### src/rtl/dmem_pkg.sv
// Shared types and sizing helpers for the data-memory bank.
// Sizes follow the bank's DATA_W/WAIT_CYCLES parameters.
package dmem_pkg;

    typedef enum logic [1:0] {
        IDLE = 2'd0,
        BUSY = 2'd1,
        RESP = 2'd2
    } state_t;

    function automatic int clog2_min1(input int v);
        return (v <= 2) ? 1 : $clog2(v);
    endfunction

    function automatic int f_bytes(input int data_w);
        return data_w / 8;
    endfunction

    function automatic int f_off_w(input int data_w);
        return $clog2(data_w / 8);
    endfunction

    function automatic int f_cnt_w(input int wait_cycles);
        return clog2_min1(wait_cycles + 1);
    endfunction

endpackage

### src/rtl/dmem_lane_array.sv
// DEPTH x DATA_W word storage with per-byte write enables
// and a registered read port that holds until the next read.
module dmem_lane_array
    import dmem_pkg::*;
#(
    parameter int DATA_W = 16,
    parameter int DEPTH  = 256,
    parameter int IDX_W  = 8
) (
    input  logic                  clk,
    input  logic                  i_we,
    input  logic                  i_re,
    input  logic [IDX_W-1:0]      i_idx,
    input  logic [DATA_W-1:0]     i_wdata,
    input  logic [DATA_W/8-1:0]   i_be,
    output logic [DATA_W-1:0]     o_rdata
);

    localparam int BYTES = f_bytes(DATA_W);

    logic [DATA_W-1:0] r_mem [DEPTH];
    logic [DATA_W-1:0] r_rdata;

    always_ff @(posedge clk) begin
        if (i_we) begin
            for (int b = 0; b < BYTES; b++) begin
                if (i_be[b]) begin
                    r_mem[i_idx][8*b +: 8] <= i_wdata[8*b +: 8];
                end
            end
        end
        if (i_re) begin
            r_rdata <= r_mem[i_idx];
        end
    end

    assign o_rdata = r_rdata;

endmodule

### src/rtl/dmem_hs_bank.sv
// Data-memory bank: valid/ready request, programmable wait states,
// one-shot response, misaligned/out-of-range flagging.
module dmem_hs_bank
    import dmem_pkg::*;
#(
    parameter int DATA_W      = 16,
    parameter int ADDR_W      = 16,
    parameter int DEPTH       = 256,
    parameter int WAIT_CYCLES = 2
) (
    input  logic                  clk,
    input  logic                  rst_n,
    input  logic                  req_valid,
    output logic                  req_ready,
    input  logic                  req_we,
    input  logic [ADDR_W-1:0]     req_addr,
    input  logic [DATA_W-1:0]     req_wdata,
    input  logic [DATA_W/8-1:0]   req_be,
    output logic                  resp_valid,
    output logic [DATA_W-1:0]     resp_rdata,
    output logic                  resp_err
);

    localparam int BYTES = f_bytes(DATA_W);
    localparam int OFF_W = f_off_w(DATA_W);
    localparam int IDX_W = ADDR_W - OFF_W;
    localparam int MA_W  = clog2_min1(DEPTH);
    localparam int CNT_W = f_cnt_w(WAIT_CYCLES);

    // one extra bit so DEPTH == 2**IDX_W is still representable
    localparam logic [IDX_W:0]   DEPTH_V = (IDX_W+1)'(DEPTH);
    localparam logic [CNT_W-1:0] WAIT_V  = CNT_W'(WAIT_CYCLES);

    state_t r_state;
    state_t w_next;
    logic   w_accept;
    logic   w_access;

    logic [CNT_W-1:0]  r_cnt;
    logic              r_we;
    logic [MA_W-1:0]   r_idx;
    logic [DATA_W-1:0] r_wdata;
    logic [BYTES-1:0]  r_be;
    logic              r_err;
    logic              r_rd_ok;
    logic              r_resp_err;

    logic [IDX_W-1:0]  w_idx;
    logic              w_err;
    logic [DATA_W-1:0] w_arr_rdata;

    assign w_idx = req_addr[ADDR_W-1:OFF_W];
    assign w_err = (|req_addr[OFF_W-1:0]) || ({1'b0, w_idx} >= DEPTH_V);

    always_ff @(posedge clk or negedge rst_n) begin
        if (!rst_n) begin
            r_state <= IDLE;
        end else begin
            r_state <= w_next;
        end
    end

    always_comb begin
        w_next   = r_state;
        w_accept = 1'b0;
        w_access = 1'b0;
        unique case (r_state)
            IDLE: begin
                if (req_valid) begin
                    w_accept = 1'b1;
                    w_next   = BUSY;
                end
            end
            BUSY: begin
                if (r_cnt == '0) begin
                    w_access = 1'b1;
                    w_next   = RESP;
                end
            end
            RESP: w_next = IDLE;
            default: w_next = IDLE;
        endcase
    end

    always_ff @(posedge clk or negedge rst_n) begin
        if (!rst_n) begin
            r_cnt      <= '0;
            r_we       <= 1'b0;
            r_idx      <= '0;
            r_wdata    <= '0;
            r_be       <= '0;
            r_err      <= 1'b0;
            r_rd_ok    <= 1'b0;
            r_resp_err <= 1'b0;
        end else begin
            if (w_accept) begin
                r_cnt   <= WAIT_V;
                r_we    <= req_we;
                r_idx   <= w_idx[MA_W-1:0];
                r_wdata <= req_wdata;
                r_be    <= req_be;
                r_err   <= w_err;
            end else if (r_state == BUSY && r_cnt != '0) begin
                r_cnt <= r_cnt - 1'b1;
            end
            if (w_access) begin
                r_rd_ok    <= !r_we && !r_err;
                r_resp_err <= r_err;
            end
        end
    end

    dmem_lane_array #(
        .DATA_W (DATA_W),
        .DEPTH  (DEPTH),
        .IDX_W  (MA_W)
    ) u_array (
        .clk     (clk),
        .i_we    (w_access && r_we && !r_err),
        .i_re    (w_access && !r_we && !r_err),
        .i_idx   (r_idx),
        .i_wdata (r_wdata),
        .i_be    (r_be),
        .o_rdata (w_arr_rdata)
    );

    // the array's read register is only meaningful after a clean read
    assign req_ready  = (r_state == IDLE);
    assign resp_valid = (r_state == RESP);
    assign resp_err   = r_resp_err;
    assign resp_rdata = r_rd_ok ? w_arr_rdata : '0;

endmodule

### config.mk
export PLATFORM = sky130hd
export DESIGN_NAME = dmem_hs_bank
export DESIGN_NICKNAME = d
export VERILOG_FILES = /design/src/rtl/dmem_pkg.sv /design/src/rtl/dmem_lane_array.sv /design/src/rtl/dmem_hs_bank.sv
export SDC_FILE = /design/constraint.sdc
export NUM_CORES = 2
export LEC_CHECK = 0
export BUFFER_PORTS_ARGS = -buffer_cell sky130_fd_sc_hd__buf_2
export CAP_MARGIN = 25
export CORE_MARGIN = 2
export CORE_UTILIZATION = 57
export DETAILED_ROUTE_END_ITERATION = 12
export GPL_ROUTABILITY_DRIVEN = 0
export PLACE_DENSITY = 0.79
export SYNTH_ARGS = -nofsm -noshare
export SYNTH_HDL_FRONTEND = slang
export SYNTH_SLANG_ARGS = --single-unit
export TNS_END_PERCENT = 1
### constraint.sdc
create_clock -name clk -period 4.5 [get_ports clk]
set_input_delay 0 -clock clk [delete_from_list [all_inputs] [get_ports clk]]
set_output_delay 0 -clock clk [all_outputs]
set_load 0.01 [all_outputs]
==> results.py <==
metrics = {
    "final_layout": {
        "final_cell_mix": "4112 x edfxtp_1, 1024 x mux4_2, 517 x nor2_1",
        "design_area_um2": 177000,
        "area_growth_pct": 12.2,
        "fin_nets": 7576,
        "final_common_cell": "edfxtp_1",
        "drive_above_1_share": 0.262,
    },
    "cts": {
        "post_cts_buffers": 0,
        "clockBufferDepth": 4,
        "root_buffer": "clkbuf_16",
        "cts_tree": "done",
        "path_clk_slew_ps": 60,
        "clkLatencyLatePin_ps": 930,
        "cts_buffers": 378,
        "cts_sinks": 4146,
        "cts-htree-levels": 5,
    },
    "floorplanning": {
        "die_y_um": 531,
        "io_pins": 57,
        "die_w_um": 531,
        "dieArea_um2": 282000,
        "core-area_um2": 276000,
        "initial_core_util": 0.572,
        "row_count": 193,
    },
    "yosys": {
        "synthesis.instances": 7140,
        "syn-num-nets": 7179,
        "yosys_warnings": 0,
        "avgSynthCellArea_um2": 22.1,
        "ys_seq_area_frac": 0.787,
        "netlist_area_um2": 158000,
        "synth.distinct_cells": 32,
        "yosys_register_bits": 4146,
    },
    "detailed_routing": {
        "drt-total-wl_um": 415000,
        "first_iter_violations": 14255,
        "wire_per_inst_um": 35.9,
        "viasPerCell": 7.09,
        "dr.pass1.iters": 8,
        "antenna_left": 0,
        "drc": 0,
        "vias": 82059,
    },
    "run": {
        "cap_violations": 0,
    },
    "worst_hold_path": {
        "holdPathEnd": "r_wdata[3]",
        "hp-start": "req_wdata[3]",
        "holdPathStages": 3,
        "hp-class": "in2reg",
    },
    "global_route": {
        "grt_max_degree": 214,
        "grt_pass1_wl_um": 595000,
        "grt_overflow": 0,
        "grt_pass1_vias": 82371,
        "antenna_found_initial": 14,
        "grt_usage": 0.295,
    },
    "pwr": {
        "switchingPower_mw": 37.0,
        "swShare": 0.321,
        "p_seq_frac": 0.439,
        "intPower_mw": 78.3,
        "clockPowerShare": 0.277,
        "ir_drop_mv": 0.632,
        "power_mw": 115,
        "powerDensity_nw_per_um2": 650,
        "p_leak_nw": 54.1,
        "combinationalPowerShare": 0.284,
    },
    "placement": {
        "io_buffers": 56,
        "dpl_cell_area_um2": 165000,
        "place_hpwl_um": 224000,
    },
    "setup_path": {
        "arrival_ps": 5020,
        "worstSetupPathType": "reg2reg",
        "required_ps": 5110,
        "rrSetupSlack_ps": 100,
        "reg2regPathDepth": 7,
        "slowest_stage": "dfrtp_4",
        "crit_path_end_kind": "flip-flop",
        "crit_fanout": 70,
        "crit_start": "r_idx[0]",
        "r2r-end": "u_array.o_rdata[13]",
        "worstReg2RegStart": "r_idx[0]",
        "cp_slowest_stage_delay_ps": 1010,
        "start_kind": "flip-flop",
        "crit_chain": "buf_12, mux4_2, a22oi_1, a21oi_1, o41ai_1, buf_4, nand4_1",
    },
    "sta": {
        "worstMarginPinSlew_ps": 1140,
        "relSlewSlack": 0.242,
        "drv_slew": 0,
        "tns_ps": 0,
        "whs_ps": 62.7,
        "fin_crit_sh": 0.978,
        "max_freq_mhz": 227,
        "finalHoldViolCount": 0,
        "grt_setup_unrepaired": "false",
        "period_minus_slack_ps": 4400,
        "setup_violations": 0,
        "fin_skew_ps": 51.8,
    },
    "status": {
        "status": "complete, no violations",
    },
}
==> registers in the layout (all words and copies together), names as in the netlist <==
signal and flops:
r_be 2, r_cnt 2, r_err 1, r_idx 8
r_rd_ok 1, r_state 2, r_wdata 16, r_we 1
resp_err 1, u_array.o_rdata 16, u_array.r_mem 4096
==> through the flow <==
stage	util	cells	worst slack, ps
floorplan	-	7140	516
CTS	0.642	11541	45.0
global route	0.642	11555	23.0
global placement	0.596	10796	65.0
detailed placement	0.596	10800	165
finish	0.642	11567	99.3
==> synth_stat cells <==
cell type	number	area, um^2
buf_6	6	67.6
nor2b_1	9	56.3
nor2_2	1	6.26
and2_1	18	113
a21o_1	1	7.51
nor3_1	1	5.00
mux2_2	29	327
and2_0	1	6.26
inv_1	3	11.3
nor2_1	519	1950
nand2_1	25	93.8
or2_2	1	6.26
a31oi_1	1	6.26
buf_1	46	173
nand3_1	32	160
a22o_1	2	17.5
clkbuf_1	296	1110
o21bai_1	1	7.51
ha_1	1	12.5
nand3b_1	1	7.51
nor4_1	2	12.5
buf_2	83	415
nand4_1	24	150
o41ai_1	64	561
a21oi_1	257	1290
a22oi_1	513	3850
buf_4	29	218
and3_1	2	12.5
edfxtp_1	4112	123000
dfrtp_1	34	851
nand2b_1	2	12.5
mux4_2	1024	23100
==> cell type report <==
type,count,area [um^2]
clock buffers,448,9800
flip-flops and latches,4146,124000
well taps,3705,4640
clock inverters,235,2210
inverters,3,11.3
fillers,16413,98900
repair buffers,477,4360
diodes,22,55.1
multi-input cells,2531,31900
==> metal layers <==
metal / part of all wire / wire length, um / GRT usage / vias to the layer above
li1: - / - / - / 31102
met4: 0.063 / 26000 / 0.151 / 12
met1: 0.33 / 136000 / 0.384 / 42264
met5: 0.00022 / 92 / 0 / -
met3: 0.13 / 53200 / 0.0781 / 1357
met2: 0.48 / 200000 / 0.463 / 7324
==> how the worst max path moves through the flow <==
| stage | slack, ps | endpoint | depth (start not counted) |
|---|---|---|---|
| finish | 100 | u_array.o_rdata[13] | 7 |
| global route | 20 | u_array.o_rdata[15] | 6 |
| CTS | 40 | u_array.o_rdata[6] | 7 |
| detailed placement | 160 | u_array.o_rdata[6] | 7 |
| global placement | 60 | u_array.o_rdata[12] | 6 |
| floorplan | 520 | u_array.r_mem[0][0] | 0 |
==> critical path: cells and delay by family (launching register included) <==
family,cells,cell delay (ps)
AO/OA/AOI/OAI,3,1350
buffers and inverters,2,800
flip-flops,1,1010
multiplexers,1,640
AND/OR/NAND/NOR,1,110
==> power by group through the flow <==
stage | Combinational [mW] | Sequential, mW | Clock (mW)
after global placement | 30.4 | 51.2 | 0
final | 32.8 | 50.6 | 31.9
after CTS | 32.0 | 50.6 | 31.9
after floorplan | 17.7 | 53.4 | 0
after global routing | 33.9 | 50.6 | 33.3
after detailed placement | 31.3 | 51.4 | 0
==> cell families (layout without fill, tap and decap cells) <==
family / count (synthesis) / in the layout / share of synthesized area
DFF: 4146 / 4146 / 0.787
muxes: 1053 / 1053 / 0.148
AOI/OAI and AO/OA: 839 / 839 / 0.0363
and+or+nand+nor: 638 / 638 / 0.0164
buffers and inverters: 463 / 1163 / 0.0126
adders and majority gates: 1 / 1 / 0.0000792
other: 0 / 22 / 0
==> timing repair <==
item | 4_1_cts | 5_1_grt
setup endpoints to repair | 0 | 1
hold endpoints to repair | 65 | 0
resized for setup | 0 | 1
hold buffers | 58 | 0
Note: power is estimated with default switching activity, not from simulation.
